`config.mk`:
```
export PLATFORM = sky130hd
export DESIGN_NAME = render_fb_writer
export DESIGN_NICKNAME = d
export VERILOG_FILES = /design/src/rtl/render_fb_pkg.sv /design/src/rtl/fb_addr_calc.sv /design/src/rtl/render_fb_writer.sv
export SDC_FILE = /design/constraint.sdc
export NUM_CORES = 1
export LEC_CHECK = 0
export ABC_AREA = 1
export BUFFER_PORTS_ARGS = -buffer_cell sky130_fd_sc_hd__buf_2
export CAP_MARGIN = 20
export CORE_MARGIN = 4
export CORE_UTILIZATION = 50
export DETAILED_ROUTE_END_ITERATION = 10
export GPL_TIMING_DRIVEN = 0
export PLACE_DENSITY = 0.74
export REMOVE_ABC_BUFFERS = 1
export SYNTH_ARGS = -nofsm -noshare
export SYNTH_HDL_FRONTEND = slang
export SYNTH_HIERARCHICAL = 1
export SYNTH_SLANG_ARGS = --single-unit
```
`constraint.sdc`:
```
create_clock -name aclk -period 1.4 [get_ports aclk]
set_clock_uncertainty 0.1 [all_clocks]
set_input_delay 0.14 -clock aclk [delete_from_list [all_inputs] [get_ports aclk]]
set_output_delay 0.14 -clock aclk [all_outputs]
set_load 0.02 [all_outputs]
```
`src/rtl/render_fb_pkg.sv`:
```
// Shared constants, FSM state type and pixel packing for the frame-buffer writer
// and the display-side address logic.
package render_fb_pkg;

    localparam int DEF_START_X    = 390;
    localparam int DEF_START_Y    = 390;
    localparam int DEF_END_X      = 634;
    localparam int DEF_END_Y      = 765;
    localparam int DEF_ADDR_WIDTH = 17;

    localparam int REGION_W = DEF_END_X - DEF_START_X;
    localparam int REGION_H = DEF_END_Y - DEF_START_Y;
    localparam int FB_DEPTH = REGION_W * REGION_H;

    typedef enum logic {
        FILL      = 1'b0,
        WAIT_SWAP = 1'b1
    } fb_state_t;

    // Keep the top nibble of each channel: {R[7:4],G[7:4],B[7:4]}.
    function automatic logic [11:0] pack_rgb444(input logic [23:0] rgb);
        return {rgb[23:20], rgb[15:12], rgb[7:4]};
    endfunction

endpackage

```
`src/rtl/fb_addr_calc.sv`:
```
// Window membership test and window-relative linear address for a screen pixel.
// Purely combinational so both the write and read sides can share it.
module fb_addr_calc
    import render_fb_pkg::*;
#(
    parameter int START_X    = DEF_START_X,
    parameter int START_Y    = DEF_START_Y,
    parameter int END_X      = DEF_END_X,
    parameter int END_Y      = DEF_END_Y,
    parameter int ADDR_WIDTH = DEF_ADDR_WIDTH
) (
    input  logic [10:0]           hcount_i,
    input  logic [9:0]            vcount_i,
    output logic                  in_window_o,
    output logic [ADDR_WIDTH-1:0] addr_o
);

    localparam int              W  = END_X - START_X;
    localparam logic [10:0]     SX = 11'(START_X);
    localparam logic [10:0]     EX = 11'(END_X);
    localparam logic [9:0]      SY = 10'(START_Y);
    localparam logic [9:0]      EY = 10'(END_Y);

    logic [ADDR_WIDTH-1:0] col;
    logic [ADDR_WIDTH-1:0] row;

    always_comb begin
        in_window_o = (hcount_i >= SX) && (hcount_i < EX) &&
                      (vcount_i >= SY) && (vcount_i < EY);
        // Offsets are only meaningful inside the window; outside they wrap harmlessly.
        col    = ADDR_WIDTH'(hcount_i - SX);
        row    = ADDR_WIDTH'(vcount_i - SY);
        addr_o = col + row * ADDR_WIDTH'(W);
    end

endmodule

```
`src/rtl/render_fb_writer.sv`:
```
// AXI-stream pixel sink that writes the 3D window into a double-buffered
// RGB444 frame buffer and swaps banks on the display's new-frame pulse.
module render_fb_writer
    import render_fb_pkg::*;
#(
    parameter int START_X    = DEF_START_X,
    parameter int START_Y    = DEF_START_Y,
    parameter int END_X      = DEF_END_X,
    parameter int END_Y      = DEF_END_Y,
    parameter int ADDR_WIDTH = DEF_ADDR_WIDTH
) (
    input  logic                  aclk,
    input  logic                  rst_in,
    input  logic [23:0]           pixel_axis_tdata,
    input  logic                  pixel_axis_tvalid,
    output logic                  pixel_axis_tready,
    input  logic [10:0]           hcount_in,
    input  logic [9:0]            vcount_in,
    input  logic                  nf_in,
    output logic [ADDR_WIDTH-1:0] wr_addr,
    output logic [11:0]           wr_data,
    output logic                  wr_en,
    output logic                  wr_bank,
    output logic                  rd_bank,
    output logic                  frame_done,
    output logic                  err_oob,
    output logic                  err_short
);

    localparam int CNT_W = ADDR_WIDTH + 1;
    localparam int N     = (END_X - START_X) * (END_Y - START_Y);

    fb_state_t             state_q, state_d;
    logic                  wr_en_q, wr_en_d;
    logic [ADDR_WIDTH-1:0] wr_addr_q, wr_addr_d;
    logic [11:0]           wr_data_q, wr_data_d;
    logic                  wr_bank_q, wr_bank_d;
    logic                  rd_bank_q, rd_bank_d;
    logic                  frame_done_q, frame_done_d;
    logic                  err_oob_q, err_oob_d;
    logic                  err_short_q, err_short_d;
    logic [CNT_W-1:0]      cnt_q, cnt_d;

    logic                  handshake;
    logic                  in_window;
    logic                  last_px;
    logic [ADDR_WIDTH-1:0] pix_addr;

    fb_addr_calc #(
        .START_X   (START_X),
        .START_Y   (START_Y),
        .END_X     (END_X),
        .END_Y     (END_Y),
        .ADDR_WIDTH(ADDR_WIDTH)
    ) u_addr (
        .hcount_i   (hcount_in),
        .vcount_i   (vcount_in),
        .in_window_o(in_window),
        .addr_o     (pix_addr)
    );

    assign pixel_axis_tready = (state_q == FILL) && !rst_in;
    assign handshake         = pixel_axis_tvalid && pixel_axis_tready;
    assign last_px           = (hcount_in == 11'(END_X - 1)) && (vcount_in == 10'(END_Y - 1));

    always_comb begin
        // NOTE: every signal gets a default before the case so no path leaves it unassigned (no latch).
        state_d      = state_q;
        wr_en_d      = 1'b0;
        wr_addr_d    = wr_addr_q;
        wr_data_d    = wr_data_q;
        wr_bank_d    = wr_bank_q;
        rd_bank_d    = rd_bank_q;
        frame_done_d = 1'b0;
        err_oob_d    = err_oob_q;
        err_short_d  = err_short_q;
        cnt_d        = cnt_q;

        case (state_q)
            FILL: begin
                if (handshake && in_window) begin
                    wr_en_d   = 1'b1;
                    wr_addr_d = pix_addr;
                    wr_data_d = pack_rgb444(pixel_axis_tdata);
                    cnt_d     = (cnt_q == CNT_W'(N)) ? cnt_q : cnt_q + 1'b1;
                    if (last_px) begin
                        state_d = WAIT_SWAP;
                        cnt_d   = '0;
                        // cnt_q already excludes this pixel, so compare against N-1.
                        if (cnt_q < CNT_W'(N - 1)) err_short_d = 1'b1;
                    end
                end else if (handshake) begin
                    err_oob_d = 1'b1;
                end
            end
            WAIT_SWAP: begin
                if (nf_in) begin
                    wr_bank_d    = ~wr_bank_q;
                    rd_bank_d    = wr_bank_q;
                    frame_done_d = 1'b1;
                    state_d      = FILL;
                end
            end
            default: state_d = FILL;
        endcase
    end

    // NOTE: state registers use non-blocking assignments so every flop samples pre-edge values.
    always_ff @(posedge aclk or posedge rst_in) begin
        if (rst_in) begin
            state_q      <= FILL;
            wr_en_q      <= 1'b0;
            wr_addr_q    <= '0;
            wr_data_q    <= '0;
            wr_bank_q    <= 1'b0;
            rd_bank_q    <= 1'b1;
            frame_done_q <= 1'b0;
            err_oob_q    <= 1'b0;
            err_short_q  <= 1'b0;
            cnt_q        <= '0;
        end else begin
            state_q      <= state_d;
            wr_en_q      <= wr_en_d;
            wr_addr_q    <= wr_addr_d;
            wr_data_q    <= wr_data_d;
            wr_bank_q    <= wr_bank_d;
            rd_bank_q    <= rd_bank_d;
            frame_done_q <= frame_done_d;
            err_oob_q    <= err_oob_d;
            err_short_q  <= err_short_d;
            cnt_q        <= cnt_d;
        end
    end

    assign wr_en      = wr_en_q;
    assign wr_addr    = wr_addr_q;
    assign wr_data    = wr_data_q;
    assign wr_bank    = wr_bank_q;
    assign rd_bank    = rd_bank_q;
    assign frame_done = frame_done_q;
    assign err_oob    = err_oob_q;
    assign err_short  = err_short_q;

endmodule

```
### Yosys cells after proc, flatten, opt, wreduce, memory -nomap -nowiden

Index checks and enable logic that the tools add are counted.
Widths: inputs -> output; s select.

| storage, ports and cells | value |
|---|---|
| bits in latches | 0 |
| logic and storage cells | 50 |
| memories kept | 0 |
| bits in registers | 54 |
| bits in read-only memories | 0 |
| memory bits (writable) | 0 |
| output and inout bits | 36 |

| cells by class | value |
|---|---|
| $mul | 1 |
| shift-type cells | 0 |
| equal/unequal tests | 4 |
| reductions and logical operators | 13 |
| $add $sub $neg | 4 |
| div/mod/pow operators | 0 |
| magnitude comparators | 5 |
| bitwise gates (word level) | 3 |
| multiplexer cells | 10 |

Operators with widths:

| cell | count |
|---|---|
| $mux 18 | 2 |
| $add 18x1->18 const B | 1 |
| $eq 18x17->1 const B | 1 |
| $lt 18x17->1 const B | 1 |
| $add 17x17->17 | 1 |
| $mul 17x6->15 const B | 1 |
| $sub 11x9->12 const B | 1 |
| $eq 11x10->1 const B | 1 |
| $ge 11x9->1 const B | 1 |
| $lt 11x10->1 const B | 1 |
| $sub 10x9->11 const B | 1 |
| $eq 10x10->1 const B | 1 |
| $ge 10x9->1 const B | 1 |
| $lt 10x10->1 const B | 1 |
| $logic_and 1x1->1 | 7 |
| $mux 1 | 7 |
| $reduce_and 3->1 | 2 |
| $reduce_and 2->1 | 2 |
| $reduce_and 4->1 | 1 |
| $not 1->1 | 3 |
| $ne 2x2->1 const B | 1 |
| $pmux 1 s2 | 1 |
| $logic_not 1->1 | 1 |

### Depth between registers and ports, before layout

| logic depth | value |
|---|---|
| word-level depth | 7 |
| depth in mapped cells | 34 |
| mapped depth without buffers | 34 |

### By module

Netlist, hierarchy kept.

Modules (own cells, without submodules):

| module | area each (µm²) | cells each | times used |
|---|---|---|---|
| render_fb_writer | 2817.7 | 385 | 1 |
| fb_addr_calc | 2755.1 | 437 | 1 |

### Worst setup path before layout

Ideal clock, no wire load.

| timing | value |
|---|---|
| path kind | in2reg |
| start point | input port vcount_in[1] |
| end point | register wr_addr_q[15] (netlist: wr_addr[15]) |
| setup time | 0.117 ns |
| arrival time | 4.378 ns |
| data required time | 1.183 ns |
| buffers on the path | 0 |
| cell stages on the path | 28 |
| slack | -3.195 ns |
| path through | ha_1 -> nor2_4 -> inv_2 -> nand2_1 -> ha_1 -> a31o_2 -> fa_1 -> inv_1 -> fa_1 -> inv_1 -> ha_1 -> nand2_1 -> inv_1 -> nand2_1 -> nand2_1 -> a21oi_1 -> nor2_1 -> nor2_1 -> xor2_1 -> inv_1 -> ha_1 -> a21oi_1 -> o21ai_0 -> a21oi_1 -> o21ai_0 -> xor2_1 -> nand2_1 -> nand2_1 |

RTL lines:

| what | RTL line | text |
|---|---|---|
| start: declaration | render_fb_writer.sv:18 | `input logic [9:0] vcount_in,` |
| $sub 10x9->11 | fb_addr_calc.sv:32 | `row = ADDR_WIDTH'(vcount_i - SY);` |
| $mul 17x6->15 | fb_addr_calc.sv:33 | `addr_o = col + row * ADDR_WIDTH'(W);` |
| $add 17x17->17 | fb_addr_calc.sv:33 |  |
| via pix_addr[15] | render_fb_writer.sv:47 | `logic [ADDR_WIDTH-1:0] pix_addr;` |
| end signal: assignment | render_fb_writer.sv:124 | `wr_addr_q <= wr_addr_d;` |
| end: declaration | render_fb_writer.sv:35 | `logic [ADDR_WIDTH-1:0] wr_addr_q, wr_addr_d;` |

The timed path passes the listed nets, and every way through them passes these cells.
A chain may end at the register's enable or synchronous reset.

### Final worst setup path

Ends and elaborated chain as after synthesis.

==> out/qor.yml <==
run_status:
  outcome: "finished with violations"
  violations: "setup timing"
clock_tree:
  cts_root_buffer: "clkbuf_8"
  clk_pin_slew_ns: 0.11
  numCtsBuffers: 5
  h-tree-depth: 2
  clock_latency_ns: 0.33
  clock_path_buffers: 2
  tritoncts: "built"
  numClockSinks: 54
layout:
  utilization_pct: 72.48
  nNetsFinal: 1103
  regArea_um2: 1353
  drive_gt1_share_pct: 33.13
  fillCellCount: 731
  postLayoutCellArea_um2: 7891
  syn2layout_area_growth_pct: 41.60
  insertedDiodeCount: 0
  multi_input_area_um2: 4414
global_route:
  grt_start_max_net_pins: 44
  grt_antenna_before_repair: 0
  grt_pass1_vias: 6040
  grt_pass1_wl_um: 28240
  overflow: 0
  grt.total_usage_pct: 26.75
detailed_routing:
  via_per_inst: 5.673
  vias: 6411
  antenna_left: 0
  drc: 0
  firstDrtPassIters: 7
  wl_um: 20100
  wire_per_inst_um: 17.79
  drtIter0Drc: 646
placement:
  placed_area_um2: 6068
  io_buffer_count: 72
  hpwl_um: 10170
  gp_congestion: 0.8815
worst_setup_path:
  reg2reg_slack_ns: -0.46
  crit_path_end_kind: "flip-flop"
  crit_path_max_fanout: 4
  critPathRequiredTime_ns: 1.54
  cp-start-kind: "input port"
  crit_arrival_ns: 4.82
  crit_type: "in -> reg"
  r2r-end: "cnt_q[6]"
  ff2ff_path_depth: 10
  worstReg2RegStart: "cnt_q[0]"
synthesis:
  synthTopCellsByCount: "nand2_1, inv_1, nor2_1"
  synth.top_cell.area_share_pct: 23.80
  synth.distinct_cells: 42
  synth-seq-cells: 54
  yosysMostFrequentCell: "nand2_1"
  yosys-top-cells-area: "dfrtp_1, nand2_1, ha_1"
  synthCells: 822
  synth-async-reset-ratio_pct: 100.0
  ys.flop_type: "dfrtp_1"
  yosysSeqAreaShare_pct: 24.27
  avgSynthCellArea_um2: 6.780
  synth_edf_count: 0
  yosys_warnings: 6
  synth_area_um2: 5573
  synth_area_leader_cell: "dfrtp_1"
worst_hold_path:
  hold_path_depth: 4
  hold_path.class: "in -> reg"
  min-delay-start: "hcount_in[1]"
  min_to: "wr_addr[1]"
sta:
  hold_viol: 0
  drv_slew: 0
  fmax_mhz: 213.3
  min_period_over_period_pct: 334.8
  postLayoutSetupSlackWorst_ns: -3.288
  rsz0062_at_grt: "yes"
  post-route-min-period_ns: 4.688
  setup_viol: 51
  tightest_slew_ns: 0.7029
  slew_headroom_pct: 52.97
floorplanning:
  die_area_um2: 12900
  row_count: 38
  core_um2: 10890
  dieWidth_um: 113.6
  die_h_um: 113.6
  ioPinCount: 85
  start_util_pct: 51.18
power:
  power_leakage_nw: 4.069
  vdd_drop_max_mv: 2.102
  power.density_nw_per_um2: 2176
job:
  max_cap_viol_count: 0
[per-stage QoR]
stage	hold WS (ns)	setup TNS, ns	total power [mW]	instances	worst slack (ns)
global placement	0.2340	-144.56	9.897	1023	-3.837
global route	0.08732	-54.53	18.20	1130	-3.284
floorplan	0.1364	-67.51	8.370	811	-3.197
detailed placement	0.002659	-102.68	9.948	1024	-3.842
finish	0.06722	-49.69	17.17	1130	-3.288
CTS	0.03539	-39.10	14.57	1110	-2.759
[state kept, by name (all words and copies together), names as in the netlist]
register / count
rd_bank: 1
cnt_q: 18
state_q: 1
wr_bank: 1
wr_addr: 17
frame_done: 1
wr_data: 12
err_oob: 1
wr_en: 1
err_short: 1
[power by group]
part | internal (mW) | switching (mW) | leakage [nW] | total, mW
Sequential | 1.86 | 0.201 | 0.704 | 2.06
Combinational | 6.30 | 7.84 | 3.31 | 14.1
Clock | 0.376 | 0.594 | 0.0506 | 0.970
Total | 8.53 | 8.64 | 4.07 | 17.2
[placed cells by master, fill, tap and decap left out, types with 5 or more instances in the layout]
| cell type | n |
|---|---|
| nand2_1 | 251 |
| inv_1 | 103 |
| buf_2 | 70 |
| nor2_1 | 62 |
| buf_4 | 62 |
| dfrtp_1 | 53 |
| nand3_1 | 44 |
| xor2_1 | 30 |
| nand2_2 | 23 |
| ha_4 | 22 |
| inv_2 | 21 |
| ha_1 | 21 |
| a21oi_2 | 20 |
| fa_1 | 17 |
| dlygate4sd3_1 | 15 |
| nor2_2 | 12 |
| xnor2_1 | 12 |
| nand2_4 | 11 |
| o21ai_1 | 11 |
| nand4_1 | 11 |
| buf_6 | 10 |
| buf_12 | 9 |
| nor2_4 | 8 |
| o21ai_0 | 8 |
| o21ai_2 | 8 |
| a21oi_1 | 7 |
| nor3_2 | 6 |
| nor3_1 | 6 |
| o21bai_1 | 5 |
| clkbuf_8 | 5 |
| inv_4 | 5 |
[area by class of cell]
| type | instances | area share [%] |
|---|---|---|
| clock buffer | 5 | 0.8720 |
| clock inverter | 3 | 0.3647 |
| inverter | 133 | 6.691 |
| multi-input combinational | 626 | 55.94 |
| sequential | 54 | 17.14 |
| tap | 140 | 2.220 |
| timing repair buffer | 168 | 16.68 |
| timing repair inverter | 1 | 0.09513 |
[timing repair]
action	in CTS	in global routing
hold buffers	15	0
resized for setup	156	49
endpoints found under the hold margin	69	0
pin swaps	101	55
setup buffers	60	18
endpoints found under the setup margin	50	51
cloned	3	2
[worst max-delay path, stage by stage]
cell and delay (ns):
buf_12 0.11, ha_4 0.17, nor2_4 0.15, nand4_4 0.15, xor2_4 0.20, buf_4 0.15, xnor2_2 0.13, fa_1 0.49
inv_1 0.09, fa_1 0.58, inv_2 0.05, ha_4 0.29, nand2_1 0.14, o21bai_1 0.27, xor2_1 0.20, ha_1 0.34
a21oi_2 0.38, o21ai_0 0.20, a21oi_1 0.22, o21ai_2 0.10, xor2_1 0.15, nand2_1 0.06, nand2_1 0.04
[worst max-delay path by stage]
stage	startpoint	endpoint	cells past startpoint
after floorplan	vcount_in[1]	wr_addr[15]	28
after global placement	vcount_in[1]	wr_addr[15]	29
after detailed placement	vcount_in[1]	wr_addr[15]	29
after CTS	vcount_in[1]	wr_addr[15]	31
after global routing	vcount_in[1]	wr_addr[15]	23
final	vcount_in[1]	wr_addr[15]	23
[layer usage]
metal	up-vias	track usage (%)	wire length, µm
met5	-	0	0
met4	0	10.02	1246
met3	139	4.297	1725
met2	437	47.15	9617
met1	2943	32.84	7510
li1	2892	-	-
[logic make-up after synthesis]
logic type / share of synthesized area, %
xor+xnor: 7.881
fa+ha+maj: 17.49
flops: 24.27
simple gates: 33.03
buf+inv: 10.13
compound gates: 7.207
No activity file was read; power rests on OpenSTA's default activity.
